`src/rtl/i2c_target.sv`:
```
// rtl/i2c_target.sv - I2C target endpoint: fixed address, write delivery, read serving, SCL stretch
//
// Oversamples SCL/SDA on clk, detects START/STOP, acknowledges its own 7-bit
// address, hands written bytes to local logic and shifts out read bytes. The
// bus is only ever pulled low through open-drain enables; SCL is held low while
// local logic has no read byte ready.
//
// Ports:
//   clk       system clock (at least 8x SCL)
//   rst       synchronous, active-high reset
//   scl_i     bus SCL level, asynchronous
//   sda_i     bus SDA level, asynchronous
//   sda_oe    1 pulls SDA low
//   scl_oe    1 pulls SCL low (clock stretch)
//   rx_data   last byte written by the controller
//   rx_valid  one-cycle pulse when rx_data updates
//   tx_data   next byte to return on a read
//   tx_valid  tx_data is available
//   tx_ack    one-cycle pulse when tx_data is consumed
//   busy      addressed transaction in progress

module i2c_target #(
    parameter logic [6:0] ADDR = 7'h42,
    parameter int         SYNC = 2
) (
    input  logic       clk,
    input  logic       rst,
    input  logic       scl_i,
    input  logic       sda_i,
    output logic       sda_oe,
    output logic       scl_oe,
    output logic [7:0] rx_data,
    output logic       rx_valid,
    input  logic [7:0] tx_data,
    input  logic       tx_valid,
    output logic       tx_ack,
    output logic       busy
);

    typedef enum logic [2:0] {
        ST_IDLE,
        ST_ADDR,
        ST_ADDR_ACK,
        ST_WR,
        ST_WR_ACK,
        ST_RD_LOAD,
        ST_RD,
        ST_RD_ACK
    } state_t;

    state_t state;
    state_t state_nx;

    logic [SYNC-1:0] scl_sync;
    logic [SYNC-1:0] sda_sync;
    logic            scl_s;
    logic            sda_s;
    logic            scl_d;
    logic            sda_d;

    logic [7:0] shreg;
    logic [3:0] bit_cnt;
    logic       rw;
    logic       acked;

    logic scl_rise;
    logic scl_fall;
    logic scl_high;
    logic bus_start;
    logic bus_stop;
    logic addr_hit;

    // Synchronizers reset to the idle bus level so that leaving reset never
    // fabricates an edge or a bus condition.
    always_ff @(posedge clk) begin
        if (rst) begin
            scl_sync <= '1;
            sda_sync <= '1;
            scl_d    <= 1'b1;
            sda_d    <= 1'b1;
        end else begin
            if (SYNC > 1) begin
                scl_sync <= {scl_sync[SYNC-2:0], scl_i};
                sda_sync <= {sda_sync[SYNC-2:0], sda_i};
            end else begin
                scl_sync <= {SYNC{scl_i}};
                sda_sync <= {SYNC{sda_i}};
            end
            scl_d <= scl_s;
            sda_d <= sda_s;
        end
    end

    assign scl_s     = scl_sync[SYNC-1];
    assign sda_s     = sda_sync[SYNC-1];
    assign scl_rise  = scl_s & ~scl_d;
    assign scl_fall  = ~scl_s & scl_d;
    assign scl_high  = scl_s & scl_d;
    assign bus_start = scl_high & sda_d & ~sda_s;
    assign bus_stop  = scl_high & ~sda_d & sda_s;

    // On the 8th address rise the seven address bits are the low seven bits
    // already shifted in; the incoming bit is R/W.
    assign addr_hit = (shreg[6:0] == ADDR);

    always_ff @(posedge clk) begin
        if (rst) begin
            state <= ST_IDLE;
        end else begin
            state <= state_nx;
        end
    end

    // Bus conditions outrank any SCL edge seen in the same cycle.
    always_comb begin
        state_nx = state;
        if (bus_start) begin
            state_nx = ST_ADDR;
        end else if (bus_stop) begin
            state_nx = ST_IDLE;
        end else begin
            case (state)
                ST_IDLE: begin
                    state_nx = ST_IDLE;
                end
                ST_ADDR: begin
                    if (scl_rise && bit_cnt == 4'd7 && !addr_hit) begin
                        state_nx = ST_IDLE;
                    end else if (scl_fall && bit_cnt == 4'd8) begin
                        state_nx = ST_ADDR_ACK;
                    end
                end
                ST_ADDR_ACK: begin
                    if (scl_fall) begin
                        state_nx = rw ? ST_RD_LOAD : ST_WR;
                    end
                end
                ST_WR: begin
                    if (scl_fall && bit_cnt == 4'd8) begin
                        state_nx = ST_WR_ACK;
                    end
                end
                ST_WR_ACK: begin
                    if (scl_fall) begin
                        state_nx = ST_WR;
                    end
                end
                ST_RD_LOAD: begin
                    if (tx_valid) begin
                        state_nx = ST_RD;
                    end
                end
                ST_RD: begin
                    if (scl_fall && bit_cnt == 4'd7) begin
                        state_nx = ST_RD_ACK;
                    end
                end
                ST_RD_ACK: begin
                    if (scl_rise && sda_s) begin
                        state_nx = ST_IDLE;
                    end else if (scl_fall && acked) begin
                        state_nx = ST_RD_LOAD;
                    end
                end
                default: begin
                    state_nx = ST_IDLE;
                end
            endcase
        end
    end

    always_ff @(posedge clk) begin
        if (rst) begin
            shreg    <= '0;
            bit_cnt  <= '0;
            rw       <= 1'b0;
            acked    <= 1'b0;
            rx_data  <= '0;
            rx_valid <= 1'b0;
            busy     <= 1'b0;
        end else begin
            rx_valid <= 1'b0;
            if (bus_start) begin
                bit_cnt <= '0;
            end else if (bus_stop) begin
                bit_cnt <= '0;
                busy    <= 1'b0;
            end else begin
                case (state)
                    ST_ADDR: begin
                        if (scl_rise && bit_cnt != 4'd8) begin
                            shreg <= {shreg[6:0], sda_s};
                            if (bit_cnt == 4'd7) begin
                                rw      <= sda_s;
                                busy    <= addr_hit;
                                bit_cnt <= addr_hit ? 4'd8 : 4'd0;
                            end else begin
                                bit_cnt <= bit_cnt + 4'd1;
                            end
                        end else if (scl_fall && bit_cnt == 4'd8) begin
                            bit_cnt <= '0;
                        end
                    end
                    ST_WR: begin
                        if (scl_rise && bit_cnt != 4'd8) begin
                            shreg   <= {shreg[6:0], sda_s};
                            bit_cnt <= bit_cnt + 4'd1;
                            if (bit_cnt == 4'd7) begin
                                rx_data  <= {shreg[6:0], sda_s};
                                rx_valid <= 1'b1;
                            end
                        end else if (scl_fall && bit_cnt == 4'd8) begin
                            bit_cnt <= '0;
                        end
                    end
                    ST_RD_LOAD: begin
                        if (tx_valid) begin
                            shreg   <= tx_data;
                            bit_cnt <= '0;
                        end
                    end
                    ST_RD: begin
                        if (scl_fall) begin
                            if (bit_cnt == 4'd7) begin
                                bit_cnt <= '0;
                                acked   <= 1'b0;
                            end else begin
                                bit_cnt <= bit_cnt + 4'd1;
                                shreg   <= {shreg[6:0], 1'b0};
                            end
                        end
                    end
                    ST_RD_ACK: begin
                        if (scl_rise) begin
                            acked <= ~sda_s;
                        end
                    end
                    default: begin
                        bit_cnt <= bit_cnt;
                    end
                endcase
            end
        end
    end

    // In RD_LOAD the first bit goes out in the same cycle the byte is taken,
    // so SCL is never released ahead of valid SDA.
    always_comb begin
        sda_oe = 1'b0;
        scl_oe = 1'b0;
        tx_ack = 1'b0;
        case (state)
            ST_ADDR_ACK, ST_WR_ACK: begin
                sda_oe = 1'b1;
            end
            ST_RD_LOAD: begin
                scl_oe = ~tx_valid;
                tx_ack = tx_valid;
                sda_oe = tx_valid & ~tx_data[7];
            end
            ST_RD: begin
                sda_oe = ~shreg[7];
            end
            default: begin
                sda_oe = 1'b0;
            end
        endcase
    end

endmodule
```
`config.mk`:
```
export PLATFORM = sky130hd
export DESIGN_NAME = i2c_target
export DESIGN_NICKNAME = d
export VERILOG_FILES = /design/src/rtl/i2c_target.sv
export SDC_FILE = /design/constraint.sdc
export NUM_CORES = 1
export LEC_CHECK = 0
export ABC_CLOCK_PERIOD_IN_PS = 2400
export BUFFER_PORTS_ARGS = -buffer_cell sky130_fd_sc_hd__buf_4
export CORE_MARGIN = 2
export CORE_UTILIZATION = 46
export DETAILED_ROUTE_END_ITERATION = 12
export PLACE_DENSITY = 0.62
export SLEW_MARGIN = 20
export SYNTH_ARGS = -nofsm -noshare
export SYNTH_HDL_FRONTEND = slang
export SYNTH_SLANG_ARGS = --single-unit
```
`constraint.sdc`:
```
create_clock -name clk -period 2.4 [get_ports clk]
set_input_delay 0.12 -clock clk [delete_from_list [all_inputs] [get_ports clk]]
set_output_delay 0.12 -clock clk [all_outputs]
set_load 0.01 [all_outputs]
```
== Word level (Yosys, flattened, before mapping) ==
Cells that the tools add are included.

* Equality and inequality tests: 30
* Reductions and logical operators: 27
* Muxes and demuxes: 39
* $add $sub $neg: 1
* Bitwise gates (word level): 19

{| class="wikitable"
|+ Operators by type and width
! cell !! count
|-
| 2-to-1 mux 4 bit || 8
|-
| 2-to-1 mux 8 bit || 4
|-
| 2-to-1 mux 3 bit || 10
|-
| inequality test 4 bit, second input constant || 6
|-
| one-hot mux 3 bit (8 select lines) || 1
|-
| one-hot mux 8 bit (3 select lines) || 1
|-
| AND reduction 7 bit || 3
|-
| inequality test 2 bit, second input constant || 9
|-
| one-hot mux 4 bit (4 select lines) || 1
|-
| equality test 3 bit, second input constant || 4
|-
| 2-to-1 mux 1 bit || 12
|-
| inverter 1 bit || 11
|-
| inequality test 5 bit, second input constant || 2
|-
| AND reduction 5 bit || 2
|-
| bitwise AND 1 bit || 8
|-
| nonzero test 2 bit || 4
|-
| equality test 7 bit, second input constant || 1
|-
| logical AND 1 bit || 7
|-
| equality test 3 x 2 -> 1 bit, second input constant || 2
|-
| inequality test 3 bit, second input constant || 2
|-
| AND reduction 6 bit || 1
|-
| OR reduction 5 bit || 1
|-
| adder 4 x 1 -> 4 bit, second input constant || 1
|-
| equality test 4 x 3 -> 1 bit, second input constant || 1
|-
| 13 further kinds || 14
|}

* Output and inout port bits: 13
* Register bits after elaboration: 33

== Logic depth before layout (Yosys ltp) ==
Gate-level depths: netlist of run 1.

* Word-level depth: 8
* Gate-level depth with buffers: 8
* Mapped depth without buffers: 8

== Worst setup path after synthesis of run 1 ==
OpenSTA, ideal clock, no wires.

* Path kind: reg-to-reg
* Start point: register bit_cnt[0]
* End point: register state[2]
* Setup time: 0.066 ns
* Stages on the path, launching flop included: 8
* Required time: 2.334 ns
* Slack: 0.474 ns
* Arrival time: 1.859 ns
* Path buffers: 0
* Period minus slack after synthesis: 1.926 ns
* Cells stage by stage: dfxtp_1 -> ha_1 -> nand3b_4 -> a211o_1 -> a221oi_2 -> a21oi_2 -> or3_1 -> a21oi_2

* Longest elaborated chain between the ends: 5
* Elaborated cells between the ends (all ways): 12
* Classes of those cells: eq/ne (5); mux (2); reduce/logical (5)

{| class="wikitable"
|+ Ends and longest elaborated chain
! element !! RTL line !! text
|-
| from (decl) || 62 || <nowiki>logic [3:0] bit_cnt;</nowiki>
|-
| from (signal assigned) || 196 || <nowiki>bit_cnt <= addr_hit ? 4'd8 : 4'd0;</nowiki>
|-
| from (signal assigned) || 198 || <nowiki>bit_cnt <= bit_cnt + 4'd1;</nowiki>
|-
| from (signal assigned) || 207 || <nowiki>bit_cnt <= bit_cnt + 4'd1;</nowiki>
|-
| equality test 4 x 3 -> 1 bit || 127, 154 ||
|-
| logical AND 1 bit (2 in series) || 127 || <nowiki>if (scl_rise && bit_cnt == 4'd7 && !addr_hit) begin</nowiki>
|-
| inequality test 3 bit (no source line) or 2-to-1 mux 3 bit (tied branches) || n/a ||
|-
| AND reduction 7 bit (no source line) or one-hot mux 3 bit (8 select lines) (tied branches) || n/a ||
|-
| to (signal assigned) || 110 || <nowiki>state <= state_nx;</nowiki>
|-
| to (decl) || 51 || <nowiki>state_t state;</nowiki>
|}

Parallel ways exist; a longest one is shown, timed or not.
A chain may end at the register's enable or synchronous reset.

== Worst setup path after layout of run 1 ==
Same ends and word-level chain as after synthesis.

==> results of run 1 <==
==> worst max-delay path, cell delays in order, from the launching register on <==
cell and delay, ps:
dfxtp_1 420, ha_1 320, nand3b_4 120, a211o_1 270, a221oi_2 290, a21oi_2 80, or3_1 390, a21oi_2 130
==> final cells by class <==
type | count | area, µm² | area share
Timing Repair Buffer | 32 | 240 | 0.105
Multi-Input combinational cell | 191 | 1170 | 0.516
Tap cell | 50 | 62.6 | 0.0275
Clock buffer | 6 | 82.6 | 0.0363
Clock inverter | 2 | 37.5 | 0.0165
Inverter | 5 | 18.8 | 0.00824
Sequential cell | 33 | 661 | 0.290
==> flip-flops by register name, indices dropped and copies added (netlist names) <==
| register | count |
|---|---|
| bit_cnt | 4 |
| scl_sync | 2 |
| sda_sync | 2 |
| sda_d | 1 |
| acked | 1 |
| state | 3 |
| rx_data | 8 |
| rw | 1 |
| shreg | 8 |
| scl_d | 1 |
| busy | 1 |
| rx_valid | 1 |
==> report_power, final <==
group          internal [mW]  total (mW)  switching, mW
clock                  0.338       0.551          0.213
combinational         0.0582       0.121         0.0628
sequential             0.556       0.573         0.0169
==> kinds of logic after synthesis <==
group | count (synthesis) | synth area share
buffers and inverters | 20 | 0.0468
flip-flops | 33 | 0.343
AO/OA/AOI/OAI | 61 | 0.198
XOR/XNOR | 2 | 0.00910
adder cells (fa/ha/maj) | 2 | 0.0130
AND/OR/NAND/NOR | 106 | 0.281
multiplexers | 20 | 0.109
==> through the flow <==
step           instances   util  setup WS [ps]
2_1_floorplan        244      -            474
3_3_place_gp         311  0.535            387
3_5_place_dp         311  0.535            332
4_1_cts              319  0.565            320
5_1_grt              319  0.565            181
6_report             319  0.565            322
==> per-layer routing <==
layer,part of all wire,routed length (µm),vias up,global-route usage
met1,0.47,2140,833,0.295
met4,0.0044,20,0,0.0711
met3,0.052,238,2,0.0390
met5,0,0,-,0
met2,0.47,2150,39,0.334
li1,-,-,900,-
==> how the worst min path moves through the flow <==
stage                     start                     end  slack, ps
after CTS                 scl_i  scl_sync[0]$_SDFF_PP1_         10
after global placement    scl_i  scl_sync[0]$_SDFF_PP1_        300
final                     scl_i  scl_sync[0]$_SDFF_PP1_         20
after global routing      scl_i  scl_sync[0]$_SDFF_PP1_         20
after detailed placement  scl_i  scl_sync[0]$_SDFF_PP1_        310
after floorplan           scl_i  scl_sync[0]$_SDFF_PP1_        220
==> cell usage in the layout, fill, tap and decap left out, types with 4 or more instances in the layout <==
cell type,instances
nand2b_1,4
inv_1,5
clkbuf_8,6
buf_4,32
a31oi_1,5
a21oi_1,19
nor2_1,22
dfxtp_1,33
mux2i_1,12
or2_2,6
o21ai_0,13
nand2_1,38
nor2b_1,8
mux2_1,6
==> impl_metrics.tcl, run 1 <==
set metrics [dict create \
    status "completed" \
    syn_to_final_growth_pct 18.3 \
    slew_violations 0 \
    ctsHoldBuffers 0 \
    max_freq_mhz 481 \
    power_mw 1.24 \
    synth_most_common_cell "nand2_1" \
    period_minus_slack_ps 2080 \
    power.density_nw_per_um2 547 \
    yosys_warnings 0 \
    antenna_found_initial 0 \
    ir_drop_v 0.000348 \
    rows 23 \
    h-tree-depth 2 \
    whs_path_depth 2 \
    max-clock-path-buffers 2 \
    worstMarginPinSlew_ps 586 \
    cts_resized 0 \
    synth_top_area_cell "dfxtp_1" \
    worst-path-max-fanout 6 \
    antenna_left 0 \
    fin_nets 283 \
    vias 1774 \
    fillCellCount 417 \
    synthFlopType "dfxtp_1" \
    hold_slack_ps 17.4 \
    drt_iter0_drc 116 \
    setup_viol 0 \
    die_area_um2 4720 \
    endpoint "state[2]$_SDFFE_PP0P_" \
    drive_gt1_frac 0.201 \
    synthCells 244 \
    gp_congestion 0.833 \
    placed_cell_area_um2 2160 \
    grt_overflow 0 \
    pin_count 26 \
    synth_edf_count 0 \
    syn_area_um2 1930 \
    clock_tree.root_cell "clkbuf_8" \
    hold_class "input port to flip-flop" \
    ys_top_cells_by_count "nand2_1, dfxtp_1, nor2_1" \
    required_ps 2620 \
    ys_async_sr_fraction 0 \
    drt_wl_total_um 4550 \
    die_w_um 68.7 \
    synth_top_area_frac 0.343 \
    leakage_nw 0.954 \
    fin_crit_sh 0.866 \
    fin_skew_ps 5.88 \
    synth_seq_cells 33 \
    worst_setup_path_end_kind "flip-flop" \
    max_slew_margin 0.609 \
    synth.area.top_cells "dfxtp_1, nand2_1, mux2i_1" \
    grt_pass1_wl_um 7480 \
    port_buffers 25 \
    synth_nets 259 \
    design_area_um2 2280 \
    grt.total_usage 0.213 \
    cts-buffers-inserted 5 \
    n_antenna_cell 0 \
    rr_startpoint "bit_cnt[0]$_SDFFE_PP0P_" \
    cp.arrival_ps 2300 \
    clock-sinks 33 \
    rsz0062_at_grt "false" \
    detail_route.first_pass.iterations 4 \
    core-area_um2 4030 \
    grt_pass1_vias 1558 \
    drc 0 \
    critPathLaunchType "flip-flop" \
    tns_ps 0 \
    die_h_um 68.7 \
    synth_cell_types 55 \
    wl_per_cell_um 14.3 \
    clkTransAtPathRegs_ps 70 \
    hold_violations 0 \
    grt_start_max_net_pins 30 \
    worst-r2r-cell-count 7 \
    regToRegSetupSlack_ps 320 \
    start_util 0.478 \
    syn-mean-instance-area_um2 7.89 \
    synth-seq-area-share 0.343 \
    post_cts_buffers 0 \
    vias_per_cell 5.56 \
    crit_path_start "bit_cnt[0]$_SDFFE_PP0P_" \
    drv_cap 0 \
    rr_endpoint "state[2]$_SDFFE_PP0P_" \
    critPathKind "flip-flop to flip-flop" \
    clkLatencyLatePin_ps 290 \
    cts_tree "yes" \
    dp_hpwl_um 3290 \
]
Note: power is estimated with default switching activity, not from simulation.
==> run 2, diff against run 1 <==
Settings changed: PLACE_DENSITY 0.62 to 0.66.
==> run 2 against run 1 <==
Effect of this change:
- global-route usage down 1.6 points
- worst hold slack better by 3.6 ps
- core utilization down 0.093 points
- clock-buffer cell count up 1
- first-iteration DRC count down 24%
- maximum frequency down 1.0%
- clock power down 3%
- sequential power about the same
- via count down 0.17%
- total power down 1.4%
- critical path depth unchanged
- critical path type unchanged
- highest routed layer unchanged
==> impl_metrics.tcl, run 2 (synthesis gave the netlist of run 1 again) <==
set metrics [dict create \
    cts_resized 0 \
    whs_path_depth 2 \
    clockPowerShare 0.435 \
    die_h_um 68.7 \
    die_w_um 68.7 \
    pin_count 26 \
    comb_power_share 0.100 \
    status "completed" \
    die_area_um2 4720 \
    ctsHoldBuffers 0 \
    tns_ps 0 \
    regArea_um2 661 \
    fillCellCount 398 \
    cp.arrival_ps 2310 \
    vias_per_cell 5.55 \
    p_int_mw 0.953 \
    fin_skew_ps 4.60 \
    max_freq_mhz 476 \
    power.density_nw_per_um2 540 \
    place_ws_ps 311 \
    slowest_delay_ps 410 \
    mostFrequentLayoutCells "nand2_1, dfxtp_1, buf_4" \
    start_util 0.478 \
    max-clock-path-buffers 2 \
    reg_top3 "rx_data: 8 flops, shreg: 8 flops, bit_cnt: 4 flops" \
    grt_overflow 0 \
    grt_pass1_vias 1503 \
    required_ps 2620 \
    grt_start_max_net_pins 30 \
    hold_violations 0 \
    drive_gt1_frac 0.197 \
    fin_nets 283 \
    setup_viol 0 \
    antenna_left 0 \
    final_common_cell "nand2_1" \
    p_sw_frac 0.224 \
    crit_chain "ha_1 > nand3b_4 > a211o_1 > a221oi_2 > a21oi_2 > or3_1 > a21oi_2" \
    worst-r2r-cell-count 7 \
    antenna_found_initial 0 \
    worst_setup_path_end_kind "flip-flop" \
    post_cts_buffers 0 \
    gp_congestion 0.880 \
    clkTransAtPathRegs_ps 70 \
    vias 1771 \
    grt_pass1_wl_um 7010 \
    drt_iter0_drc 88 \
    leakage_nw 0.955 \
    rsz0062_at_grt "false" \
    drv_cap 0 \
    clkLatencyLatePin_ps 280 \
    port_buffers 25 \
    cts_tree "yes" \
    multiInputGateArea_um2 1170 \
    cpMaxStageDelayCell "dfxtp_1" \
    worstMarginPinSlew_ps 466 \
    crit_top_cell "a21oi_2" \
    rows 23 \
    detail_route.first_pass.iterations 4 \
    h-tree-depth 2 \
    drc 0 \
    ir_drop_v 0.000380 \
    utilization 0.564 \
    cts-buffers-inserted 5 \
    slew_violations 0 \
    critPathLaunchType "flip-flop" \
    worst-path-max-fanout 6 \
    hold_class "input port to flip-flop" \
    grt.total_usage 0.197 \
    critPathKind "flip-flop to flip-flop" \
    regToRegSetupSlack_ps 300 \
    clock_tree.root_cell "clkbuf_8" \
    drt_wl_total_um 4250 \
    syn_to_final_growth_pct 18.1 \
    pwr-share-seq 0.464 \
    n_antenna_cell 0 \
    core-area_um2 4030 \
    dp_hpwl_um 3160 \
    period_minus_slack_ps 2100 \
    clock-sinks 33 \
    power_switching_mw 0.275 \
    max_slew_margin 0.689 \
    fin_crit_sh 0.875 \
    setup_ws_ps 300 \
    wl_per_cell_um 13.3 \
]
-- run 2: cell count changes in the layout (fill, tap and decap cells not counted), sizes merged --
cell / before / now
clkbuf: 6 / 7
clkinvlp: 1 / 0
-- run 2: metal layers --
| layer | routed length (µm) | global-route usage |
|---|---|---|
| met1 | 2130 | 0.276 |
| met2 | 1930 | 0.294 |
| met3 | 145 | 0.0503 |
| met4 | 51 | 0.0637 |
| met5 | 0 | 0 |
-- run 2: path summary, 6_finish.rpt --
path                           start                      to
max          bit_cnt[0]$_SDFFE_PP0P_   state[2]$_SDFFE_PP0P_
min                            scl_i  scl_sync[0]$_SDFF_PP1_
max reg2reg  bit_cnt[0]$_SDFFE_PP0P_   state[2]$_SDFFE_PP0P_
min reg2reg   scl_sync[0]$_SDFF_PP1_  scl_sync[1]$_SDFF_PP1_
-- run 2: power groups by stage --
stage	registers (mW)	clock network [mW]	logic (mW)
2_1_floorplan	0.575	0	0.0911
3_3_place_gp	0.582	0	0.123
3_5_place_dp	0.582	0	0.122
4_1_cts	0.569	0.554	0.122
5_1_grt	0.571	0.580	0.136
6_report	0.570	0.535	0.123
-- run 2: critical path, delay by kind of cell (launching register included) --
family / cells / cell delay (ps)
flops: 1 / 410
compound gates: 4 / 790
fa+ha+maj: 1 / 320
simple gates: 2 / 520
-- run 2: stage by stage --
step | power, mW | hold WS, ps | std cells | cell area (µm²)
floorplan | 0.666 | 224 | 244 | 1930
global placement | 0.705 | 305 | 311 | 2160
detailed placement | 0.704 | 307 | 311 | 2160
CTS | 1.25 | 10.6 | 319 | 2270
global route | 1.29 | 6.76 | 319 | 2270
finish | 1.23 | 21.0 | 319 | 2270
-- run 2: cell type report --
class / instances / share of cell area
Inverter: 5 / 0.00826
Timing Repair Buffer: 32 / 0.106
Sequential cell: 33 / 0.291
Multi-Input combinational cell: 191 / 0.517
Clock inverter: 1 / 0.0132
Tap cell: 50 / 0.0275
Clock buffer: 7 / 0.0380
